## config.mk

```make
export PLATFORM = sky130hd
export DESIGN_NAME = vol_key_sequencer
export DESIGN_NICKNAME = d
export VERILOG_FILES = /design/src/rtl/vol_key_sequencer.sv
export SDC_FILE = /design/constraint.sdc
export NUM_CORES = 1
export LEC_CHECK = 0
export CORE_ASPECT_RATIO = 1.5
export CORE_MARGIN = 8
export CORE_UTILIZATION = 40
export CTS_BUF_LIST = sky130_fd_sc_hd__clkbuf_8
export CTS_CLUSTER_DIAMETER = 60
export DETAILED_ROUTE_END_ITERATION = 12
export PLACE_DENSITY = 0.61
export SLEW_MARGIN = 20
export SYNTH_ARGS = -nofsm -noshare
export SYNTH_HDL_FRONTEND = slang
export SYNTH_SLANG_ARGS = --single-unit
```

## constraint.sdc

```tcl
create_clock -name Clk -period 7.6 [get_ports Clk]
set_input_delay 1.14 -clock Clk [delete_from_list [all_inputs] [get_ports Clk]]
set_output_delay 1.14 -clock Clk [all_outputs]
set_load 0.01 [all_outputs]
```

## src/rtl/vol_key_sequencer.sv

```systemverilog
// vol_key_sequencer: debounced up/down volume keys with auto-repeat and a saturating 4-bit level
module vol_key_sequencer #(
   parameter int DEBOUNCE_CYCLES = 500000,
   parameter int REPEAT_DELAY    = 25000000,
   parameter int REPEAT_RATE     = 5000000,
   parameter int LEVEL_INIT      = 8,
   parameter int LEVEL_MAX       = 15
) (
   input  logic       Clk,
   input  logic       Reset,
   input  logic       Vol_up,
   input  logic       Vol_down,
   output logic [3:0] vol_level,
   output logic       vol_inc,
   output logic       vol_dec,
   output logic       limit_hit,
   output logic       busy
);
   localparam int MAXP = (DEBOUNCE_CYCLES > REPEAT_DELAY)
                       ? ((DEBOUNCE_CYCLES > REPEAT_RATE) ? DEBOUNCE_CYCLES : REPEAT_RATE)
                       : ((REPEAT_DELAY > REPEAT_RATE) ? REPEAT_DELAY : REPEAT_RATE);
   localparam int CW = (MAXP > 2) ? $clog2(MAXP) : 1;
   localparam logic [CW-1:0] DB_END = CW'(DEBOUNCE_CYCLES - 1);
   localparam logic [CW-1:0] RD_END = CW'(REPEAT_DELAY - 1);
   localparam logic [CW-1:0] RR_END = CW'(REPEAT_RATE - 1);
   localparam logic [3:0] LVL_MAX  = 4'(LEVEL_MAX);
   localparam logic [3:0] LVL_INIT = 4'(LEVEL_INIT);
   localparam logic [2:0] IDLE     = 3'd0;
   localparam logic [2:0] PRESS_DB = 3'd1;
   localparam logic [2:0] HOLD     = 3'd2;
   localparam logic [2:0] REPEAT   = 3'd3;
   localparam logic [2:0] REL_DB   = 3'd4;

   logic          up_s1_q, up_s_q, dn_s1_q, dn_s_q;
   logic [2:0]    state_q, state_d;
   logic [CW-1:0] cnt_q, cnt_d;
   logic          dir_q, dir_d;
   logic [3:0]    level_q, level_d;
   logic          inc_q, inc_d, dec_q, dec_d, lim_q, lim_d, busy_q, busy_d;
   logic          held, step;

   // dir_q=1 means the latched key is Vol_down; held = latched key alone is pressed
   assign held = dir_q ? (up_s_q & ~dn_s_q) : (dn_s_q & ~up_s_q);

   // two-flop synchronizers, released (high) while in reset
   always_ff @(posedge Clk or negedge Reset) begin
      if (!Reset) begin
         up_s1_q <= 1'b1;
         up_s_q  <= 1'b1;
         dn_s1_q <= 1'b1;
         dn_s_q  <= 1'b1;
      end else begin
         up_s1_q <= Vol_up;
         up_s_q  <= up_s1_q;
         dn_s1_q <= Vol_down;
         dn_s_q  <= dn_s1_q;
      end
   end

   // key FSM with one shared counter, step decision and saturating level update
   always_comb begin
      state_d = state_q;
      cnt_d   = cnt_q;
      dir_d   = dir_q;
      step    = 1'b0;
      case (state_q)
         IDLE:
            if (up_s_q ^ dn_s_q) begin
               state_d = PRESS_DB;
               dir_d   = up_s_q;
               cnt_d   = '0;
            end
         PRESS_DB:
            if (!held) state_d = IDLE;
            else if (cnt_q == DB_END) begin
               step    = 1'b1;
               state_d = HOLD;
               cnt_d   = '0;
            end else cnt_d = cnt_q + 1'b1;
         HOLD, REPEAT:
            if (!held) begin
               state_d = REL_DB;
               cnt_d   = '0;
            end else if (cnt_q == ((state_q == HOLD) ? RD_END : RR_END)) begin
               step    = 1'b1;
               state_d = REPEAT;
               cnt_d   = '0;
            end else cnt_d = cnt_q + 1'b1;
         REL_DB:
            if (!(up_s_q && dn_s_q)) cnt_d = '0;
            else if (cnt_q == DB_END) state_d = IDLE;
            else cnt_d = cnt_q + 1'b1;
         default: state_d = IDLE;
      endcase
      inc_d   = step && !dir_q && (level_q < LVL_MAX);
      dec_d   = step && dir_q && (level_q != 4'd0);
      lim_d   = step && !inc_d && !dec_d;
      level_d = inc_d ? level_q + 4'd1 : dec_d ? level_q - 4'd1 : level_q;
      busy_d  = state_d != IDLE;
   end

   // FSM state and registered outputs
   always_ff @(posedge Clk or negedge Reset) begin
      if (!Reset) begin
         state_q <= IDLE;
         cnt_q   <= '0;
         dir_q   <= 1'b0;
         level_q <= LVL_INIT;
         inc_q   <= 1'b0;
         dec_q   <= 1'b0;
         lim_q   <= 1'b0;
         busy_q  <= 1'b0;
      end else begin
         state_q <= state_d;
         cnt_q   <= cnt_d;
         dir_q   <= dir_d;
         level_q <= level_d;
         inc_q   <= inc_d;
         dec_q   <= dec_d;
         lim_q   <= lim_d;
         busy_q  <= busy_d;
      end
   end

   assign vol_level = level_q;
   assign vol_inc   = inc_q;
   assign vol_dec   = dec_q;
   assign limit_hit = lim_q;
   assign busy      = busy_q;
endmodule

```

==> metrics.txt, run 1 <==
top-area cell type share of the netlist area=36.9%; area delta synth->final=9.52%; post-synthesis cell type count=56; Yosys warning count=0; fillers=between 600 and 700; Hold Violations, Final=0; xor/xnor cell area share of the yosys netlist=under 10%; Placement Rows=35; die area=around 8900 um2; top cells by area, synth=dfrtp_1 37%, dfstp_2 5.4%, nand2_1 4.0%; Worst Path Arrival=3.45 ns; first-pass GRT wire length=approximately 9.7 mm; area post-placement=about 2600 um2; max_slew headroom=37.9%; number of synthesized flops with an enable pin=0; Final GP Congestion=0.902; DP HPWL=between 4 and 5 mm; CP required=7.82 ns; Worst-Skew Late Latency=between 0.2 and 0.3 ns; GRT Util Overall=a little over an eighth; crit share post-route=roughly 42%; post-route antenna net violation count=0; pin count of the biggest net entering global routing=42; Mapped Nets=270; synth cell count leaders=36 x dfrtp_1, 26 x nand2_1, 22 x nor2_1; Final Max Slew Viols=0; Starting Density=40.4%; via count=slightly above 2000; HP Start=dn_s1_q$_DFF_PN1_; TNS Setup=0 ns; placed cell count=between 300 and 400; hold path endpoint=dn_s_q$_DFF_PN1_; postcts setup bufs=0; CP max FO=12; port bufs=11; initial antenna violation count=0; Final Util=approximately 44%; top-count cell post-synth=dfrtp_1; Yosys reg bits=just over 40; Post-Syn Area per Cell=between 9 and 10 um2; adder-cell area share of the yosys netlist=just under 4%; Synth Area in Simple Gates=26.7%; Synth Area in Compound Gates=between 15 and 20%; post_cts resized=0; total power=528 uW; CP Class=flip-flop to flip-flop; MaxCap Viol Count=0; Die Y=roughly 110 um; path type of the worst min-delay path=flip-flop to flip-flop; R2R Setup Slk=4.37 ns; status=completed; TritonCTS Sinks=slightly above 40; TritonCTS buffer count=5; Setup Viol. Count Final=0; Top Ports=12; RSZ-0062 raised after global routing=false; PwrDens=197 nW/um2; die width=roughly 80 um; vias per inst=between 5 and 6; DR iter-0 viols=between 80 and 90; crit path time final=between 3 and 4 ns; synthesized cell area=2440 um2; largest family of logic cells by synthesized area=simple AND/OR/NAND/NOR gates; Longest Clk Path Bufs=2; Post-Synthesis Cells=259; met2 usage=between 20% and 30%; share of cells above drive strength 1=8.89%; # hold bufs at CTS=0; worst hold stages=0; Post-synth ARST share=100%; Tightest Pin Transition=between 0.9 and 1 ns; multi-input logic area=between 1000 and 1500 um2; drt pass-1 iters=5; core area=between 6000 and 7000 um2; Overflow after GRT=0; M3 GR Usage=under 10%; Seq/Total Area, Yosys=between 40% and 50%; Finished Layout Cells=between 300 and 400; leakage power=about 1.1 nW; drt wl/cell=17.1 um; worst r2r path cells=11; DRC Markers=0; Synth area leader=dfrtp_1; met1 Use GR=15.4%; Final Instance Area=2680 um2; crit path capture type=flip-flop; Worst Skew=approximately 0.0035 ns; grt peak-use layer=met2; Critical Path Source Type=flip-flop; post-synthesis mux area share=about 2.2%; terminus of the critical flop-to-flop path=vol_level[3]$_DFFE_PN1P_; # H-tree levels=2; register area=about 1000 um2; fin nets=280; Root Driver=clkbuf_8; ys flop type=dfrtp_1; worst reg2reg path startpoint=state_q[1]$_DFF_PN0_; CTS tree=yes; vias in the first global route=roughly 2000; Clock Pin Slew Worst Setup and Hold Paths=about 0.08 ns; drt total wl=~6 mm; diode count=0; Max Freq=~0.31 GHz; Peak supply drop=roughly 0.076 mV
[worst max-delay path, stage by stage, from the launching register on]
cell and delay, ns:
dfrtp_1 0.54, or3b_1 0.43, or4_4 0.48, a2111oi_4 0.33
o21a_1 0.21, nand2_1 0.14, ha_1 0.30, a21o_1 0.15
a21oi_1 0.18, mux2i_1 0.21, nor2_1 0.07, xor2_1 0.14
[flip-flops by register name, indices dropped and copies added, names as in the netlist]
signal and count:
cnt_q 25, dn_s1_q 1, state_q 3, busy 1, dn_s_q 1, limit_hit 1
up_s_q 1, dir_q 1, vol_dec 1, up_s1_q 1, vol_inc 1, vol_level 4
[layer usage]
layer / vias up / wire length, um
met1: 996 / 2410
li1: 994 / -
met5: - / 0
met2: 35 / 3160
met4: 0 / 124
met3: 11 / 204
[cell usage in the layout, fill, tap and decap left out, types with 8 or more instances in the layout]
cell	instances
a22o_1	8
nor2_1	22
inv_1	12
nor4_1	9
clkdlybuf4s50_1	10
o21ai_1	16
nand3_1	14
nand2_1	26
a21oi_1	8
dfrtp_1	36
[layout make-up]
class | count | area share, %
clock inverters | 3 | 0.514
multi-input cells | 198 | 49.1
flip-flops and latches | 41 | 38.6
well taps | 74 | 3.46
clock buffers | 5 | 2.57
inverters | 11 | 1.54
repair buffers | 12 | 4.21
[per-stage QoR]
step,hold WS [ns],worst slack (ns)
final,0.359,4.37
after global routing,0.367,4.14
after floorplan,0.345,4.65
after global placement,0.346,4.46
after detailed placement,0.349,4.41
after CTS,0.361,4.38
[worst max path at each step]
| stage | depth (start not counted) | slack [ns] | from | end |
|---|---|---|---|---|
| 2_1_floorplan | 12 | 4.65 | state_q[2]$_DFF_PN0_ | vol_level[3]$_DFFE_PN1P_ |
| 3_3_place_gp | 11 | 4.46 | state_q[1]$_DFF_PN0_ | vol_level[3]$_DFFE_PN1P_ |
| 3_5_place_dp | 11 | 4.41 | state_q[1]$_DFF_PN0_ | vol_level[3]$_DFFE_PN1P_ |
| 4_1_cts | 11 | 4.38 | state_q[1]$_DFF_PN0_ | vol_level[3]$_DFFE_PN1P_ |
| 5_1_grt | 11 | 4.14 | cnt_q[12]$_DFFE_PN0P_ | vol_level[3]$_DFFE_PN1P_ |
| 6_report | 11 | 4.37 | state_q[1]$_DFF_PN0_ | vol_level[3]$_DFFE_PN1P_ |
[power breakdown]
| part | internal (mW) | switching, mW | total (mW) |
|---|---|---|---|
| sequential | 0.235 | 0.0201 | 0.255 |
| combinational | 0.0468 | 0.0868 | 0.134 |
| clock | 0.0624 | 0.0767 | 0.139 |
[cells by family (layout without fill, tap and decap cells)]
group / after synthesis / count (layout)
and+or+nand+nor: 118 / 118
buffers and inverters: 20 / 31
adders and majority gates: 7 / 7
xor gates and xnor gates: 3 / 3
muxes: 5 / 5
DFF: 41 / 41
AOI/OAI and AO/OA: 65 / 65
Power figures use the tool's default switching activity.
==> run 2, diff against run 1 <==
Settings changed: PLACE_DENSITY 0.61 to 0.63.
Clock period 7.6 ns to 2.7 ns, I/O delays scaled along.
==> run 2 against run 1 <==
Effect of this change:
- maximum frequency rose by 13%
- total power rose to 3.5 times the previous value
- sequential power rose to 2.7 times the previous value
- first-iteration DRC count rose by 22%
- routed wire length rose by 9.4%
- the run now ends with setup timing left
- die area did not move
- largest cell class unchanged
- final area rose by 20%
- clock-buffer cell count did not move
- cell count rose by 17%
==> metrics.txt, run 2 (synthesis gave the netlist of run 1 again) <==
Top Ports=12; DP HPWL=4.89 mm; Overflow after GRT=0; Longest Clk Path Bufs=2; port bufs=11; diode count=0; RSZ-0062 raised after global routing=true; Final Instance Area=3220 um2; Worst-Skew Late Latency=~0.3 ns; CP max FO=3; max_slew headroom=a little over a third; fin worst setup slack=-0.158 ns; core area=6040 um2; via count=2259; logic gate share of total power=just under 30%; failing checks=setup timing; CTS tree=yes; # hold bufs at CTS=0; TritonCTS Sinks=41; number of flip-flops under the largest register name=25; path type of the worst min-delay path=primary input to asynchronous set/reset pin; Die Y=approximately 110 um; Setup Viol. Count Final=3; area post-placement=3030 um2; Clock Pin Slew Worst Setup and Hold Paths=about 0.09 ns; leakage power=around 1.5 nW; vias per inst=approximately 5.6; Final Max Slew Viols=0; Clk pwr share=32.4%; most common cell after layout, fill and taps aside=buf_4; die area=8920 um2; Tightest Pin Transition=slightly below 1 ns; CP Class=flip-flop to flip-flop; share of power burned in registers=roughly 38%; drt pass-1 iters=5; Top reg by flops=cnt_q; Worst Path Arrival=a little over 3 ns; share of cells above drive strength 1=28.0%; Hold Slack=0.260 ns; DRC Markers=0; drt total wl=~6.4 mm; pin count of the biggest net entering global routing=42; Int Pwr=~1.3 mW; TritonCTS buffer count=5; post-route antenna net violation count=0; Peak supply drop=around 0.32 mV; crit path time final=~2.9 ns; area delta synth->final=31.8%; drt wl/cell=between 15 and 20 um; vias in the first global route=2274; Worst Skew=~0.011 ns; GRT Util Overall=15.4%; initial antenna violation count=0; Final GP Congestion=~0.88; crit share post-route=106%; Starting Density=about two fifths; Critical Path Source Type=flip-flop; Root Driver=clkbuf_8; DR iter-0 viols=100; Max Freq=0.350 GHz; commonest non-fill, non-tap cells in the layout=58 x buf_4, 36 x dfrtp_1, 25 x nand2_1; status=complete, but fails checks; R2R Setup Slk=-0.16 ns; Placement Rows=35; Hold Violations, Final=0; Final Util=a little over half; Net Switching=about 560 uW; first-pass GRT wire length=between 10 and 15 mm; PwrDens=568 nW/um2; CP required=roughly 2.9 ns; die width=around 80 um; switching share of power=a little under a third; # H-tree levels=2; crit path capture type=flip-flop; MaxCap Viol Count=0; fin nets=about 340
## run 2: path summary, 6_finish.rpt
kind / from / endpoint / cells after the start
hold reg to reg: dn_s1_q$_DFF_PN1_ / dn_s_q$_DFF_PN1_ / 0
min in group Clk: dn_s1_q$_DFF_PN1_ / dn_s_q$_DFF_PN1_ / 0
hold / removal: Reset / cnt_q[4]$_DFFE_PN0P_ / 1
setup reg to reg: state_q[0]$_DFF_PN0_ / vol_level[2]$_DFFE_PN0P_ / 9
max in group asynchronous: Reset / dir_q$_DFFE_PN0P_ / 1
setup / recovery: state_q[0]$_DFF_PN0_ / vol_level[2]$_DFFE_PN0P_ / 9
## run 2: worst max-delay path, cell delays in order, from the launching register on
cell and delay, ns:
dfrtp_1 0.38, or3b_4 0.40, or4_4 0.45, a2111oi_4 0.32
o21a_1 0.19, nand2_2 0.10, buf_6 0.14, fa_2 0.37
xor2_1 0.15, mux2_4 0.25
## run 2: timing repair
item                                   4_1_cts  5_1_grt
gates resized for setup                      7        0
setup endpoints to repair                    2        3
endpoints found under the hold margin        0        0
pin swaps                                    0        2
buffers inserted                             2        1
## run 2: cell type report
type                    instances  area, um2
fillers                       551       2820
inverters                      11       41.3
clock buffers                   5       68.8
well taps                      74       92.6
multi-input cells             198       1350
flip-flops and latches         41       1030
clock inverters                 3       65.1
repair buffers                 71        572
## run 2: power groups by stage
stage / registers (mW) / clock network (mW) / logic [mW]
2_1_floorplan: 0.715 / 0 / 0.286
3_3_place_gp: 0.702 / 0 / 0.541
3_5_place_dp: 0.704 / 0 / 0.541
4_1_cts: 0.692 / 0.602 / 0.543
5_1_grt: 0.698 / 0.636 / 0.598
6_report: 0.692 / 0.593 / 0.546
## run 2: stage by stage
step / instances / power (mW) / setup WS (ns) / setup TNS (ns)
5_1_grt: 403 / 1.93 / -0.326 / -0.794
3_5_place_dp: 392 / 1.24 / -0.272 / -0.384
6_report: 403 / 1.83 / -0.158 / -0.410
2_1_floorplan: 259 / 1.00 / -0.212 / -0.324
4_1_cts: 402 / 1.84 / -0.165 / -0.353
3_3_place_gp: 392 / 1.24 / -0.202 / -0.294
## run 2: layer usage
| metal | global-route usage, % | vias to the layer above | part of all wire [%] |
|---|---|---|---|
| met4 | 6.34 | 0 | 2.7 |
| met2 | 27.6 | 42 | 55 |
| met1 | 17.2 | 1100 | 39 |
| li1 | - | 1101 | - |
| met5 | 0 | - | 0 |
| met3 | 2.50 | 16 | 2.9 |
==> run 3, diff against run 2 <==
Settings changed: CORE_MARGIN 8 to unset.
==> run 3 against run 2 <==
Effect of this change:
- the flow still finishes with violations (setup timing)
- total power down 8.2%
- sequential cell count stayed put
- sequential share of layout area rose by 0.38 points
- clock-buffer cell count increased by 1
- utilization up 1.3 points
- global-route usage up 6.6 points
- via count rose by 1.1%
- maximum frequency is 2.2% lower
- critical path type unchanged
==> metrics.txt, run 3 (synthesis gave the netlist of run 1 again) <==
status=complete, but fails checks; failing checks=setup timing; area delta synth->final=30.3%; Worst-Skew Late Latency=about 0.3 ns; Setup Viol. Count Final=3; Root Driver=clkbuf_8; PwrDens=roughly 530 nW/um2; Top Ports=12; vias per inst=around 5.7; Critical Path Source Type=flip-flop; MaxCap Viol Count=0; Peak supply drop=0.234 mV; diode count=0; core area=between 5000 and 6000 um2; fin worst setup slack=-0.223 ns; TNS Setup=-0.506 ns; crit share post-route=108%; path type of the worst min-delay path=primary input to asynchronous set/reset pin; max_slew headroom=37.9%; die area=approximately 6400 um2; drt wl/cell=approximately 16 um; Die Y=between 90 and 100 um; drt pass-1 iters=4; GRT Util Overall=a little over a fifth; Final Util=a little over half; CTS tree=yes; vias in the first global route=2254; most common cell after layout, fill and taps aside=buf_4; Starting Density=between 40% and 50%; Placement Rows=34; DRC Markers=0; Max Freq=~0.34 GHz; post-route antenna net violation count=0; Worst Skew=0.00881 ns; CP Class=flip-flop to flip-flop; Clock Pin Slew Worst Setup and Hold Paths=around 0.08 ns; die width=around 66 um; pin count of the biggest net entering global routing=42; number of flip-flops under the largest register name=25; Overflow after GRT=0; DR iter-0 viols=78; DP HPWL=~4.7 mm; placed cell count=slightly below 400; initial antenna violation count=0; TritonCTS buffer count=5; Top reg by flops=cnt_q; RSZ-0062 raised after global routing=true; drt total wl=between 6 and 7 mm; share of cells above drive strength 1=between 20% and 30%; total power=1.68 mW; # H-tree levels=2; leakage power=between 1 and 1.5 nW; CP max FO=4; CP required=between 2 and 3 ns; fillers=between 500 and 600; Worst Path Arrival=approximately 3.2 ns; fin nets=340; crit path capture type=flip-flop; Longest Clk Path Bufs=2; Final GP Congestion=roughly 0.87; Hold Violations, Final=0; port bufs=11; Hold Slack=~0.25 ns; via count=2284; Finished Layout Cells=around 400; first-pass GRT wire length=about 11 mm; TritonCTS Sinks=slightly above 40; Tightest Pin Transition=just over 0.9 ns; commonest non-fill, non-tap cells in the layout=59 x buf_4, 36 x dfrtp_1, 25 x nand2_1; crit path time final=approximately 3 ns; Final Max Slew Viols=0
==> run 3: cell types whose count changed in the layout (fill, tap and decap cells not counted), sizes merged <==
| cell | previous run | this run |
|---|---|---|
| bufinv | 2 | 0 |
| inv | 11 | 13 |
| buf | 61 | 62 |
| clkbuf | 5 | 6 |
| clkinv | 1 | 0 |
==> run 3: what timing repair did <==
| item | in CTS | in global routing |
|---|---|---|
| setup buffers | 2 | 0 |
| resized for setup | 4 | 1 |
| endpoints found under the hold margin | 0 | 0 |
| endpoints found under the setup margin | 3 | 3 |
| hold buffers | 0 | 0 |
| pin swaps | 1 | 1 |
==> run 3: final timing paths <==
kind	slack (ns)	start	cells past startpoint	end
setup / recovery	-0.22	state_q[0]$_DFF_PN0_	11	vol_level[3]$_DFFE_PN1P_
hold / removal	0.25	Reset	1	busy$_DFF_PN0_
setup reg to reg	-0.22	state_q[0]$_DFF_PN0_	11	vol_level[3]$_DFFE_PN1P_
hold reg to reg	0.36	up_s1_q$_DFF_PN1_	0	up_s_q$_DFF_PN1_
max in group asynchronous	1.87	Reset	1	cnt_q[17]$_DFFE_PN0P_
min in group Clk	0.36	up_s1_q$_DFF_PN1_	0	up_s_q$_DFF_PN1_
==> run 3: area by class of cell <==
cell class	instances	area [um2]	share of cell area, %
Clock buffer	6	82.6	2.59
Clock inverter	2	7.51	0.236
Inverter	11	41.3	1.30
Multi-Input combinational cell	198	1340	42.2
Sequential cell	41	1030	32.4
Tap cell	72	90.1	2.83
Timing Repair Buffer	72	588	18.5
==> run 3: layer usage <==
metal | track usage (%) | share of wire, %
met1 | 24.1 | 40
met2 | 40.5 | 55
met3 | 3.17 | 2.1
met4 | 8.86 | 2.7
met5 | 0 | 0
==> run 3: critical path: stages, from the launching register on <==
cell,delay [ns]
dfrtp_1,0.38
or3b_4,0.41
or4_4,0.45
a2111oi_4,0.33
o21a_1,0.20
nand2_2,0.10
ha_1,0.30
a21o_1,0.17
a21oi_2,0.14
mux2i_1,0.19
nor2_1,0.06
xor2_1,0.14
==> run 3: stage by stage <==
step | setup WS, ns | instance area [um2]
final | -0.223 | 3180
after global routing | -0.363 | 3180
after CTS | -0.233 | 3180
after detailed placement | -0.236 | 3060
after global placement | -0.190 | 3060
after floorplan | -0.212 | 2450
==> run 3: report_power, final <==
part | internal [mW] | total, mW | switching [mW]
Clock | 0.201 | 0.415 | 0.214
Sequential | 0.661 | 0.691 | 0.0303
Combinational | 0.261 | 0.574 | 0.313
Total | 1.12 | 1.68 | 0.558
